`src/rtl/axi_rd_arbiter.sv`:
```
// axi_rd_arbiter: round-robin arbiter that funnels NumMasters AXI read masters onto one
// downstream AXI read port, keeping at most one transaction outstanding.
//
// Optional build macro AXI_RD_ARB_DECERR_EN: when defined, a decode error on the granted
// address is answered locally (ERR state) with SLVERR-free DECERR beats instead of being
// forwarded downstream.
//
// Ports:
//   clk_i, rst_i                      clock, asynchronous active-high reset
//   m_arvalid_i/m_arready_o           per-master AR handshake
//   m_araddr_i, m_arlen_i             per-master AR payload, master k at slice k
//   m_rvalid_o/m_rready_i             per-master R handshake
//   m_rdata_o, m_rresp_o, m_rlast_o   shared R payload
//   s_ar*                             downstream AR channel
//   s_r*                              downstream R channel
//   dec_error_i                       combinational decode error for s_araddr_o
//   grant_o                           current owner
//   busy_o                            high whenever not idle
module axi_rd_arbiter #(
   parameter int unsigned NumMasters = 2,
   parameter int unsigned AddrWidth  = 32,
   parameter int unsigned DataWidth  = 32,
   localparam int unsigned SelWidth  = $clog2(NumMasters)
) (
   input  logic                            clk_i,
   input  logic                            rst_i,
   input  logic [NumMasters-1:0]           m_arvalid_i,
   output logic [NumMasters-1:0]           m_arready_o,
   input  logic [NumMasters*AddrWidth-1:0] m_araddr_i,
   input  logic [NumMasters*8-1:0]         m_arlen_i,
   output logic [NumMasters-1:0]           m_rvalid_o,
   input  logic [NumMasters-1:0]           m_rready_i,
   output logic [DataWidth-1:0]            m_rdata_o,
   output logic [1:0]                      m_rresp_o,
   output logic                            m_rlast_o,
   output logic                            s_arvalid_o,
   input  logic                            s_arready_i,
   output logic [AddrWidth-1:0]            s_araddr_o,
   output logic [7:0]                      s_arlen_o,
   input  logic                            s_rvalid_i,
   output logic                            s_rready_o,
   input  logic [DataWidth-1:0]            s_rdata_i,
   input  logic [1:0]                      s_rresp_i,
   input  logic                            s_rlast_i,
   input  logic                            dec_error_i,
   output logic [SelWidth-1:0]             grant_o,
   output logic                            busy_o
);

`ifdef AXI_RD_ARB_DECERR_EN
   typedef enum logic [1:0] {StIdle, StAddr, StData, StErr} state_e;
`else
   typedef enum logic [1:0] {StIdle, StAddr, StData} state_e;
`endif

   state_e              state_q, state_d;
   logic [SelWidth-1:0] grant_q, grant_d;
   logic [SelWidth-1:0] last_grant_q, last_grant_d;

`ifdef AXI_RD_ARB_DECERR_EN
   logic [7:0] beat_cnt_q, beat_cnt_d;
`else
   logic unused_dec_error;
   assign unused_dec_error = dec_error_i;
`endif

   // Granted master's request fields and R-ready.
   logic [NumMasters-1:0] grant_oh;
   logic [AddrWidth-1:0]  sel_addr;
   logic [7:0]            sel_len;
   logic                  sel_rready;

   always_comb begin
      grant_oh   = '0;
      sel_addr   = '0;
      sel_len    = '0;
      sel_rready = 1'b0;
      for (int unsigned k = 0; k < NumMasters; k++) begin
         if (grant_q == SelWidth'(k)) begin
            grant_oh[k] = 1'b1;
            sel_addr    = m_araddr_i[k*AddrWidth +: AddrWidth];
            sel_len     = m_arlen_i[k*8 +: 8];
            sel_rready  = m_rready_i[k];
         end
      end
   end

   // Round-robin search starting at last_grant+1; first requester found wins.
   logic                rr_found;
   logic [SelWidth-1:0] rr_pick;

   always_comb begin
      rr_found = 1'b0;
      rr_pick  = '0;
      for (int unsigned i = 1; i <= NumMasters; i++) begin
         for (int unsigned k = 0; k < NumMasters; k++) begin
            if (!rr_found && m_arvalid_i[k] &&
                k == (32'(last_grant_q) + i) % NumMasters) begin
               rr_found = 1'b1;
               rr_pick  = SelWidth'(k);
            end
         end
      end
   end

   always_ff @(posedge clk_i or posedge rst_i) begin
      if (rst_i) begin
         state_q      <= StIdle;
         grant_q      <= '0;
         last_grant_q <= SelWidth'(NumMasters - 1);
`ifdef AXI_RD_ARB_DECERR_EN
         beat_cnt_q   <= '0;
`endif
      end else begin
         state_q      <= state_d;
         grant_q      <= grant_d;
         last_grant_q <= last_grant_d;
`ifdef AXI_RD_ARB_DECERR_EN
         beat_cnt_q   <= beat_cnt_d;
`endif
      end
   end

   always_comb begin
      state_d      = state_q;
      grant_d      = grant_q;
      last_grant_d = last_grant_q;
`ifdef AXI_RD_ARB_DECERR_EN
      beat_cnt_d   = beat_cnt_q;
`endif
      m_arready_o  = '0;
      m_rvalid_o   = '0;
      m_rdata_o    = '0;
      m_rresp_o    = '0;
      m_rlast_o    = 1'b0;
      s_arvalid_o  = 1'b0;
      s_araddr_o   = '0;
      s_arlen_o    = '0;
      s_rready_o   = 1'b0;

      unique case (state_q)
         StIdle: begin
            if (rr_found) begin
               grant_d = rr_pick;
               state_d = StAddr;
            end
         end

         StAddr: begin
            // Address is presented even on a decode error: the decoder looks at it.
            s_araddr_o = sel_addr;
            s_arlen_o  = sel_len;
`ifdef AXI_RD_ARB_DECERR_EN
            if (dec_error_i) begin
               m_arready_o = grant_oh;
               beat_cnt_d  = sel_len;
               state_d     = StErr;
            end else begin
               s_arvalid_o = 1'b1;
               m_arready_o = grant_oh & {NumMasters{s_arready_i}};
               if (s_arready_i) state_d = StData;
            end
`else
            s_arvalid_o = 1'b1;
            m_arready_o = grant_oh & {NumMasters{s_arready_i}};
            if (s_arready_i) state_d = StData;
`endif
         end

         StData: begin
            m_rvalid_o = grant_oh & {NumMasters{s_rvalid_i}};
            m_rdata_o  = s_rdata_i;
            m_rresp_o  = s_rresp_i;
            m_rlast_o  = s_rlast_i;
            s_rready_o = sel_rready;
            if (s_rvalid_i && sel_rready && s_rlast_i) begin
               last_grant_d = grant_q;
               state_d      = StIdle;
            end
         end

`ifdef AXI_RD_ARB_DECERR_EN
         StErr: begin
            m_rvalid_o = grant_oh;
            m_rresp_o  = 2'b11;
            m_rlast_o  = (beat_cnt_q == 8'd0);
            if (sel_rready) begin
               if (beat_cnt_q == 8'd0) begin
                  last_grant_d = grant_q;
                  state_d      = StIdle;
               end else begin
                  beat_cnt_d = beat_cnt_q - 8'd1;
               end
            end
         end
`endif

         default: state_d = StIdle;
      endcase
   end

   assign grant_o = grant_q;
   assign busy_o  = (state_q != StIdle);

endmodule

```
`config.mk`:
```
export PLATFORM = sky130hd
export DESIGN_NAME = axi_rd_arbiter
export DESIGN_NICKNAME = d
export VERILOG_FILES = /design/src/rtl/axi_rd_arbiter.sv
export SDC_FILE = /design/constraint.sdc
export NUM_CORES = 1
export LEC_CHECK = 0
export BUFFER_PORTS_ARGS = -buffer_cell sky130_fd_sc_hd__buf_2
export CELL_PAD_IN_SITES_DETAIL_PLACEMENT = 2
export CELL_PAD_IN_SITES_GLOBAL_PLACEMENT = 2
export CORE_MARGIN = 1.5
export CORE_UTILIZATION = 10
export DETAILED_ROUTE_END_ITERATION = 10
export GPL_ROUTABILITY_DRIVEN = 1
export HOLD_SLACK_MARGIN = 0.1
export PLACE_DENSITY_LB_ADDON = 0.1
export SYNTH_ARGS = -nofsm -noshare
export SYNTH_HDL_FRONTEND = slang
export SYNTH_SLANG_ARGS = --single-unit
```
`constraint.sdc`:
```
create_clock -name clk_i -period 1.4 [get_ports clk_i]
set_clock_uncertainty 0.05 [all_clocks]
set_input_delay 0.14 -clock clk_i [delete_from_list [all_inputs] [get_ports clk_i]]
set_output_delay 0.14 -clock clk_i [all_outputs]
set_load 0.005 [all_outputs]
```
==> results of run 1 <==
flip-flops by register name (all words and copies together), names as in the netlist:
name          count
grant_o           1
last_grant_q      1
state_q           2
cell usage in the layout (no fill, tap or decap), types with 2 or more instances in the layout:
| cell type | instances |
|---|---|
| clkbuf_16 | 4 |
| and2_1 | 35 |
| mux2i_1 | 37 |
| nand2_1 | 3 |
| nand2b_1 | 2 |
| buf_6 | 4 |
| buf_12 | 5 |
| nor2_1 | 42 |
| nor2_4 | 2 |
| dfrtp_2 | 2 |
| buf_16 | 5 |
| buf_2 | 202 |
| and3_4 | 2 |
| dlygate4sd3_1 | 3 |
| inv_1 | 2 |
| mux2i_2 | 3 |
| buf_4 | 6 |
power groups by stage:
stage / registers [mW] / clock network (mW) / logic (mW)
final: 0.260 / 0.474 / 3.83
after global routing: 0.269 / 0.503 / 4.21
after CTS: 0.260 / 0.483 / 3.71
after detailed placement: 0.251 / 0 / 3.01
after global placement: 0.249 / 0 / 3.02
after floorplan: 0.230 / 0 / 1.71
how the worst max path moves through the flow:
stage / start / to / cells past startpoint
4_1_cts: grant_o$_DFFE_PP0P_ / s_araddr_o[22] / 5
3_5_place_dp: state_q[0]$_DFFE_PP0P_ / m_rvalid_o[1] / 4
3_3_place_gp: grant_o$_DFFE_PP0P_ / last_grant_q$_DFFE_PP1P_ / 3
5_1_grt: grant_o$_DFFE_PP0P_ / s_araddr_o[17] / 5
2_1_floorplan: grant_o$_DFFE_PP0P_ / last_grant_q$_DFFE_PP1P_ / 3
6_report: grant_o$_DFFE_PP0P_ / s_araddr_o[1] / 5
layout make-up:
type	instances	area [um^2]
Tap cell	140	175
Timing Repair Buffer	226	1390
Inverter	3	13.8
Multi-Input combinational cell	137	972
Clock buffer	4	78.8
Antenna cell	1	2.50
Sequential cell	4	104
Fill cell	1330	8200
timing repair:
| item | CTS | global route |
|---|---|---|
| pin swaps | 4 | 5 |
| setup buffers | 4 | 3 |
| hold buffers | 3 | 0 |
| hold endpoints to repair | 6 | 0 |
| endpoints found under the setup margin | 80 | 82 |
| resized for setup | 16 | 14 |
| gates cloned | 4 | 1 |
cells by family after synthesis:
family                 synth area share
and+or+nand+nor                   0.398
DFF                              0.0894
AOI/OAI and AO/OA                0.0210
buffers and inverters             0.116
muxes                             0.375
worst max-delay path, stage by stage (launching register included):
cell,delay (ps)
dfrtp_2,430
buf_6,150
buf_12,140
mux2i_2,140
nor2_1,110
buf_2,130
stage by stage:
| stage | hold slack [ps] | cell area [um^2] | TNS (ps) | utilization |
|---|---|---|---|---|
| final | 173 | 2740 | -4340 | 0.251 |
| after global routing | 197 | 2740 | -9830 | 0.251 |
| after CTS | 172 | 2630 | -5180 | 0.240 |
| after detailed placement | -1.74 | 2330 | 0 | 0.213 |
| after global placement | -8.67 | 2330 | 0 | 0.213 |
| after floorplan | -145 | 1130 | 0 | - |
per-layer routing:
layer	wire length, um	track usage	part of all wire	vias up
met1	2730	0.126	0.36	873
li1	-	-	-	945
met4	64	0.0195	0.0085	0
met2	3890	0.220	0.52	119
met5	0	0	0	-
met3	806	0.0362	0.11	6
==> metrics.yaml, run 1 <==
drtIter0Drc: 44
rr_startpoint: "grant_o$_DFFE_PP0P_"
rr_worst_depth: 4
grt_pass1_vias: 1995
synthTopCellsByCount: "nor2_1 (44), mux2i_1 (41), and2_1 (35)"
num-nets-final: 499
gp_congestion: 0.665
yosys_register_bits: 4
hold_depth: 3
min_period_over_period: 1.09
min_period_ps: 1520
yosysSeqAreaShare: 0.0894
swShare: 0.408
die-area_mm2: 0.0120
rrSetupSlack_ps: 20
cts_root_buf: "clkbuf_16"
ir_drop_v: 0.000742
clk_path_buf_depth: 2
dp_cells: 496
wire_per_inst_um: 14.5
place_hpwl_um: 5950
p_int_mw: 2.70
clkPwrFrac: 0.104
numCtsBuffers: 3
start_util: 0.104
synth.area.top_cells: "mux2i_1 (36%), and2_1 (19%), nor2_1 (15%)"
synth_top_area_share: 0.362
cp.required_ps: 1210
firstDrtPassIters: 2
core_mm2: 0.0109
p_seq_frac: 0.057
num_vias: 1943
crit_type: "reg2out"
setup-violations-final: 80
clk_pin_slew_ps: 40
p_total_mw: 4.57
syn_to_final_growth_pct: 142
critPathMaxFanout: 7
dominantRegCellSynth: "dfrtp_1"
cts_htree_levels: 1
synth_edf_count: 0
grt_usage: 0.116
worstPathArrival_ps: 1330
dpl_worst_slack_ps: 94.9
die-width_um: 109
num_rows: 38
finalNonFillerCells: 515
cts_tree: "done"
grt_pass1_wl_um: 10600
synth_nets: 282
worst_slew_pin_slew_ps: 231
grt_remaining_overflow: 0
synth_area_mm2: 0.00113
synthArstFlopShare: 1.00
drive_gt1_frac: 0.650
grt_antenna_before_repair: 1
p_leak_nw: 1.69
postRouteAntennaNets: 0
hold_path.class: "in2reg"
power_density_mw_per_mm2: 1670
clock_latency_ps: 230
worst_setup_path_end_kind: "output pin"
synth_area_leader_cell: "mux2i_1"
min-delay-start: "m_arvalid_i[1]"
synth.avg_cell_area_um2: 7.17
synth_cells: 158
wirelength_um: 7490
layout_setup_ws_ps: -123
worstReg2RegEnd: "last_grant_q$_DFFE_PP1P_"
remaining_drc_errors: 0
die_h_um: 109
io_pins: 207
cts_sinks: 4
drv_cap: 0
final-max-slew-violation-count: 0
vias_per_cell: 3.77
grt_max_degree: 39
status: "finished, violations left"
finalHoldViolCount: 0
pwr-share-comb: 0.839
max_clock_freq_ghz: 0.657
startpoint_type: "flop"
yosysMostFrequentCell: "nor2_1"
worstHoldEndpoint: "grant_o$_DFFE_PP0P_"
failed_checks: "setup timing"
p_sw_mw: 1.86
maxSlewHeadroom: 0.845
yosysUniqueCellTypes: 22
grt_setup_unrepaired: "true"
yosys_warnings: 0
portBuffers: 205
(Power assumes the default switching activity.)
==> run 2: changes to the inputs <==
--- a/config.mk
+++ b/config.mk
@@ -9,7 +9,7 @@
 export CELL_PAD_IN_SITES_DETAIL_PLACEMENT = 2
 export CELL_PAD_IN_SITES_GLOBAL_PLACEMENT = 2
 export CORE_MARGIN = 1.5
-export CORE_UTILIZATION = 10
+export CORE_UTILIZATION = 11
 export DETAILED_ROUTE_END_ITERATION = 10
 export GPL_ROUTABILITY_DRIVEN = 1
 export HOLD_SLACK_MARGIN = 0.1
==> constraint.sdc (replaced) <==
create_clock -name clk_i -period 1.8 [get_ports clk_i]
set_clock_uncertainty 0.05 [all_clocks]
set_input_delay 0.18 -clock clk_i [delete_from_list [all_inputs] [get_ports clk_i]]
set_output_delay 0.18 -clock clk_i [all_outputs]
set_load 0.005 [all_outputs]
==> run 2 against run 1 <==
Net effect: the flow now finishes without violations; final cell count decreased by 4.7%; first-iteration DRC count decreased by 59%; combinational power decreased by 47%; sequential power decreased by 22%; flip-flop and latch count unchanged; global-route usage decreased by 0.83 points; setup slack improved by 280 ps; routed wire length decreased by 15%; highest routed layer unchanged.
==> metrics.yaml, run 2 (synthesized netlist as in run 1, its figures left out) <==
status: "finished clean"  # was finished, violations left
fillers: 1236  # was 1330
grt_usage: 0.108  # was 0.116
min_period_over_period: 0.913
portBuffers: 205  # unchanged
clock_latency_ps: 220  # was 230 ps
p_int_mw: 1.30  # was 2.70 mW
clk_pin_slew_ps: 30  # was 40 ps
swShare: 0.469  # was 0.408
rr_worst_depth: 3  # was 4
rrSetupSlack_ps: 490  # was 20 ps
crit_type: "reg2out"  # unchanged
grt_max_degree: 45  # was 39
max_clock_freq_ghz: 0.609
largest_register_ffs: 2  # unchanged
p_total_mw: 2.45  # was 4.57 mW
regMostFlops: "state_q"  # unchanged
finalNonFillerCells: 491  # was 515
grt_remaining_overflow: 0  # unchanged
num_vias: 1878  # was 1943
vias_per_cell: 3.82  # was 3.77
pwr-share-comb: 0.833  # was 0.839
drtIter0Drc: 18  # was 44
worst_setup_path_end_kind: "output pin"  # unchanged
grt_pass1_wl_um: 9760  # was 10600 um
dp_cells: 486  # was 496
rr_startpoint: "grant_o$_DFFE_PP0P_"  # unchanged
critPathMaxFanout: 44  # was 7
final-max-slew-violation-count: 0  # unchanged
p_seq_frac: 0.083  # was 0.057
startpoint_type: "flop"  # unchanged
grt_antenna_before_repair: 0  # was 1
p_leak_nw: 1.53  # was 1.69 nW
grt_pass1_vias: 1960  # was 1995
start_util: 0.115  # was 0.104
finalSetupTns_ps: 0  # was -4340 ps
clkPwrFrac: 0.084  # was 0.104
most-common-layout-cells: "buf_2 (205), nor2_1 (44), mux2i_1 (41)"  # was buf_2 (202), nor2_1 (42), mux2i_1 (37)
hold_depth: 2  # was 3
num_rows: 36  # was 38
seqCellArea_um2: 103  # was 104 um^2
remaining_drc_errors: 0  # unchanged
cp.required_ps: 1570  # was 1210 ps
min-delay-start: "m_arvalid_i[0]"  # was m_arvalid_i[1]
cts-resized-gates: 0  # was 16
core_mm2: 0.00986  # was 0.0109 mm^2
worstReg2RegEnd: "last_grant_q$_DFFE_PP1P_"  # unchanged
syn_to_final_growth_pct: 103  # was 142%
cts_htree_levels: 1  # unchanged
postRouteAntennaNets: 0  # unchanged
diodes: 0  # was 1
worstHoldEndpoint: "grant_o$_DFFE_PP0P_"  # unchanged
drive_gt1_frac: 0.606  # was 0.650
multi_input_area_um2: 901  # was 972 um^2
power_density_mw_per_mm2: 1060  # was 1670 mW/mm^2
drv_cap: 0  # unchanged
min_period_ps: 1640
worst_slew_pin_slew_ps: 361  # was 231 ps
maxSlewHeadroom: 0.760  # was 0.845
die_h_um: 105  # was 109 um
worstPathArrival_ps: 1410  # was 1330 ps
finalHoldViolCount: 0  # unchanged
numCtsBuffers: 3  # unchanged
cts_root_buf: "clkbuf_8"  # was clkbuf_16
setup-violations-final: 0  # was 80
die-width_um: 105  # was 109 um
cts_sinks: 4  # unchanged
die-area_mm2: 0.0109  # was 0.0120 mm^2
wire_per_inst_um: 12.9  # was 14.5 um
grt_setup_unrepaired: "false"  # was true
num-nets-final: 483  # was 499
p_sw_mw: 1.15  # was 1.86 mW
place_hpwl_um: 5510  # was 5950 um
ir_drop_v: 0.000369  # was 0.000742 V
mostFrequentLayoutCell: "buf_2"  # unchanged
cts_tree: "done"  # unchanged
wirelength_um: 6350  # was 7490 um
hold_path.class: "in2reg"  # unchanged
clk_path_buf_depth: 2  # unchanged
gp_congestion: 0.649  # was 0.665
io_pins: 207  # unchanged
firstDrtPassIters: 3  # was 2
==> run 2: cell count changes in the layout (fill, tap and decap cells not counted), moves of 4 or more <==
cell,before,now
mux2i_1,37,41
buf_16,5,0
buf_6,4,0
buf_12,5,1
clkbuf_16,4,0
==> run 2: timing repair <==
item,4_1_cts,5_1_grt
hold endpoints to repair,4,0
hold buffers,1,0
buffers inserted,0,0
==> run 2: per-layer routing <==
layer / routed length (um) / vias to the layer above / track usage
met5: 0 / - / 0
met4: 14 / 0 / 0.0149
met3: 1010 / 2 / 0.0589
met2: 2930 / 141 / 0.186
met1: 2400 / 826 / 0.117
li1: - / 909 / -
==> run 2: worst max path at each step <==
stage | slack (ps) | to | cells past startpoint | start
after CTS | 120 | s_araddr_o[1] | 4 | grant_o$_DFFE_PP0P_
after global routing | 60 | m_rvalid_o[0] | 5 | state_q[0]$_DFFE_PP0P_
after floorplan | 600 | last_grant_q$_DFFE_PP1P_ | 3 | grant_o$_DFFE_PP0P_
after detailed placement | 370 | s_araddr_o[17] | 4 | grant_o$_DFFE_PP0P_
after global placement | 390 | s_araddr_o[1] | 4 | grant_o$_DFFE_PP0P_
final | 160 | s_araddr_o[1] | 4 | grant_o$_DFFE_PP0P_
==> run 2: cell type report <==
cell class / count / area share
inverters: 3 / 0.00489
flip-flops and latches: 4 / 0.0445
repair buffers: 210 / 0.468
well taps: 133 / 0.0722
multi-input cells: 137 / 0.391
clock buffers: 4 / 0.0195
==> run 2: stage by stage <==
stage                     setup slack, ps  cell area [um^2]  utilization  hold WS [ps]
final                                 157              2300        0.234           116
after global routing                 62.9              2300        0.234           121
after CTS                             121              2300        0.234           119
after detailed placement              369              2250        0.228          39.2
after global placement                390              2250        0.228          27.8
after floorplan                       602              1130            -          -105
==> run 2: power by group through the flow <==
stage / clock network, mW / logic, mW / registers, mW
after detailed placement: 0 / 2.11 / 0.206
after CTS: 0.217 / 2.12 / 0.206
after floorplan: 0 / 1.33 / 0.179
after global routing: 0.218 / 2.28 / 0.212
final: 0.206 / 2.04 / 0.204
after global placement: 0 / 2.09 / 0.205
==> run 2: critical path: stages (launching register included) <==
cell,delay [ps]
dfrtp_2,420
buf_12,280
mux2i_1,250
nor2_1,50
buf_2,130
==> run 3: changes to the inputs <==
--- a/config.mk
+++ b/config.mk
@@ -17,3 +17,4 @@
 export SYNTH_ARGS = -nofsm -noshare
 export SYNTH_HDL_FRONTEND = slang
 export SYNTH_SLANG_ARGS = --single-unit
+export TNS_END_PERCENT = 50
==> constraint.sdc (replaced) <==
create_clock -name clk_i -period 1.9 [get_ports clk_i]
set_clock_uncertainty 0.05 [all_clocks]
set_input_delay 0.19 -clock clk_i [delete_from_list [all_inputs] [get_ports clk_i]]
set_output_delay 0.19 -clock clk_i [all_outputs]
set_load 0.005 [all_outputs]
==> run 3 against run 2 <==
Net effect: worst hold slack got worse by 2.2 ps; combinational power fell by 6%; largest power group unchanged; critical endpoint is now s_arlen_o[5]; critical path type unchanged; clock power fell by 4%; sequential share of layout area did not move.
==> metrics.yaml, run 3 (synthesized netlist as in run 1, its figures left out) <==
ir_drop_v: 0.000389  # was 0.000369 V
finalNonFillerCells: 491  # unchanged
critPathMaxFanout: 44  # unchanged
num-nets-final: 483  # unchanged
min_period_over_period: 0.865
num_vias: 1898  # was 1878
crit_type: "reg2out"  # unchanged
largest_register_ffs: 2  # unchanged
drive_gt1_frac: 0.606  # unchanged
grt_pass1_wl_um: 9860  # was 9760 um
grt_remaining_overflow: 0  # unchanged
worst_setup_path_end_kind: "output pin"  # unchanged
gp_congestion: 0.653  # was 0.649
wirelength_um: 6350  # about the same
die-width_um: 105  # unchanged
grt_antenna_before_repair: 0  # unchanged
most-common-layout-cells: "buf_2 (205), nor2_1 (44), mux2i_1 (41)"  # unchanged
design_area_mm2: 0.00230  # unchanged
clkPwrFrac: 0.086  # was 0.084
firstDrtPassIters: 3  # unchanged
clock_latency_ps: 230  # was 220 ps
max_clock_freq_ghz: 0.608
swShare: 0.466  # was 0.469
grt_setup_unrepaired: "false"  # unchanged
multi_input_area_um2: 901  # unchanged
syn_to_final_growth_pct: 103  # unchanged
startpoint_type: "flop"  # unchanged
io_pins: 207  # unchanged
drv_cap: 0  # unchanged
power_density_mw_per_mm2: 1000  # was 1060 mW/mm^2
p_int_mw: 1.23  # was 1.30 mW
drtIter0Drc: 23  # was 18
mostFrequentLayoutCell: "buf_2"  # unchanged
maxSlewHeadroom: 0.764  # was 0.760
die-area_mm2: 0.0109  # unchanged
grt_pass1_vias: 1965  # was 1960
final-max-slew-violation-count: 0  # unchanged
num_rows: 36  # unchanged
grt_usage: 0.109  # was 0.108
fillers: 1226  # was 1236
hold_path.class: "in2reg"  # unchanged
cts_htree_levels: 1  # unchanged
setup-violations-final: 0  # unchanged
pwr-share-comb: 0.830  # was 0.833
vias_per_cell: 3.87  # was 3.82
p_sw_mw: 1.08  # was 1.15 mW
seqCellArea_um2: 103  # unchanged
grt_max_degree: 45  # unchanged
wire_per_inst_um: 12.9  # about the same
regMostFlops: "state_q"  # unchanged
placed_cell_area_mm2: 0.00225  # unchanged
place_hpwl_um: 5500  # was 5510 um
finalSetupTns_ps: 0  # unchanged
start_util: 0.115  # unchanged
clk_pin_slew_ps: 30  # about the same
remaining_drc_errors: 0  # unchanged
numCtsBuffers: 3  # unchanged
worst_slew_pin_slew_ps: 354  # was 361 ps
core_mm2: 0.00986  # unchanged
p_seq_frac: 0.084  # was 0.083
clk_path_buf_depth: 2  # unchanged
cts_sinks: 4  # unchanged
cts_root_buf: "clkbuf_8"  # unchanged
ctsHoldBuffers: 1  # unchanged
post_cts_buffers: 0  # unchanged
cts-resized-gates: 0  # unchanged
die_h_um: 105  # unchanged
worstPathArrival_ps: 1400  # was 1410 ps
cp.required_ps: 1660  # was 1570 ps
min_period_ps: 1640
portBuffers: 205  # unchanged
worst_hold_slack_ps: 114  # was 116 ps
cts_tree: "done"  # unchanged
status: "finished clean"  # unchanged
diodes: 0  # unchanged
finalHoldViolCount: 0  # unchanged
p_leak_nw: 1.53  # unchanged
postRouteAntennaNets: 0  # unchanged
dp_cells: 486  # unchanged
[run 3: final cells by class]
cell class                 count  area share
clock buffer                   4      0.0195
inverter                       3     0.00489
multi-input combinational    137       0.391
sequential                     4      0.0445
tap                          133      0.0722
timing repair buffer         210       0.468
[run 3: power by group through the flow]
stage	clock network, mW	logic, mW	registers, mW
2_1_floorplan	0	1.26	0.170
3_3_place_gp	0	1.98	0.194
3_5_place_dp	0	1.99	0.195
5_1_grt	0.214	2.15	0.206
6_report	0.198	1.92	0.195
4_1_cts	0.208	1.99	0.197
[run 3: critical path: stages, from the launching register on]
cell and delay, ps:
dfrtp_2 420, buf_12 290, mux2i_1 230, nor2_1 50, buf_2 140
[run 3: final timing paths]
check / slack (ps) / end / depth (start not counted) / startpoint
max: 260 / s_arlen_o[5] / 4 / grant_o$_DFFE_PP0P_
min: 110 / grant_o$_DFFE_PP0P_ / 2 / m_arvalid_i[0]
max reg2reg: 590 / last_grant_q$_DFFE_PP1P_ / 3 / grant_o$_DFFE_PP0P_
min reg2reg: 470 / state_q[0]$_DFFE_PP0P_ / 1 / state_q[1]$_DFFE_PP0P_
max in group asynchronous: 1200 / last_grant_q$_DFFE_PP1P_ / 3 / rst_i
min in group asynchronous: 360 / state_q[0]$_DFFE_PP0P_ / 3 / rst_i
[run 3: per-layer routing]
| metal | wire, um | GRT usage |
|---|---|---|
| met5 | 0 | 0 |
| met3 | 1090 | 0.0658 |
| met1 | 2280 | 0.119 |
| met2 | 2920 | 0.184 |
| met4 | 57 | 0.0188 |
[run 3: stage by stage]
stage                     total power [mW]  utilization  worst slack [ps]
after CTS                             2.40        0.234               229
final                                 2.31        0.234               256
after floorplan                       1.43            -               697
after global placement                2.17        0.228               478
after global routing                  2.57        0.234               136
after detailed placement              2.18        0.228               472
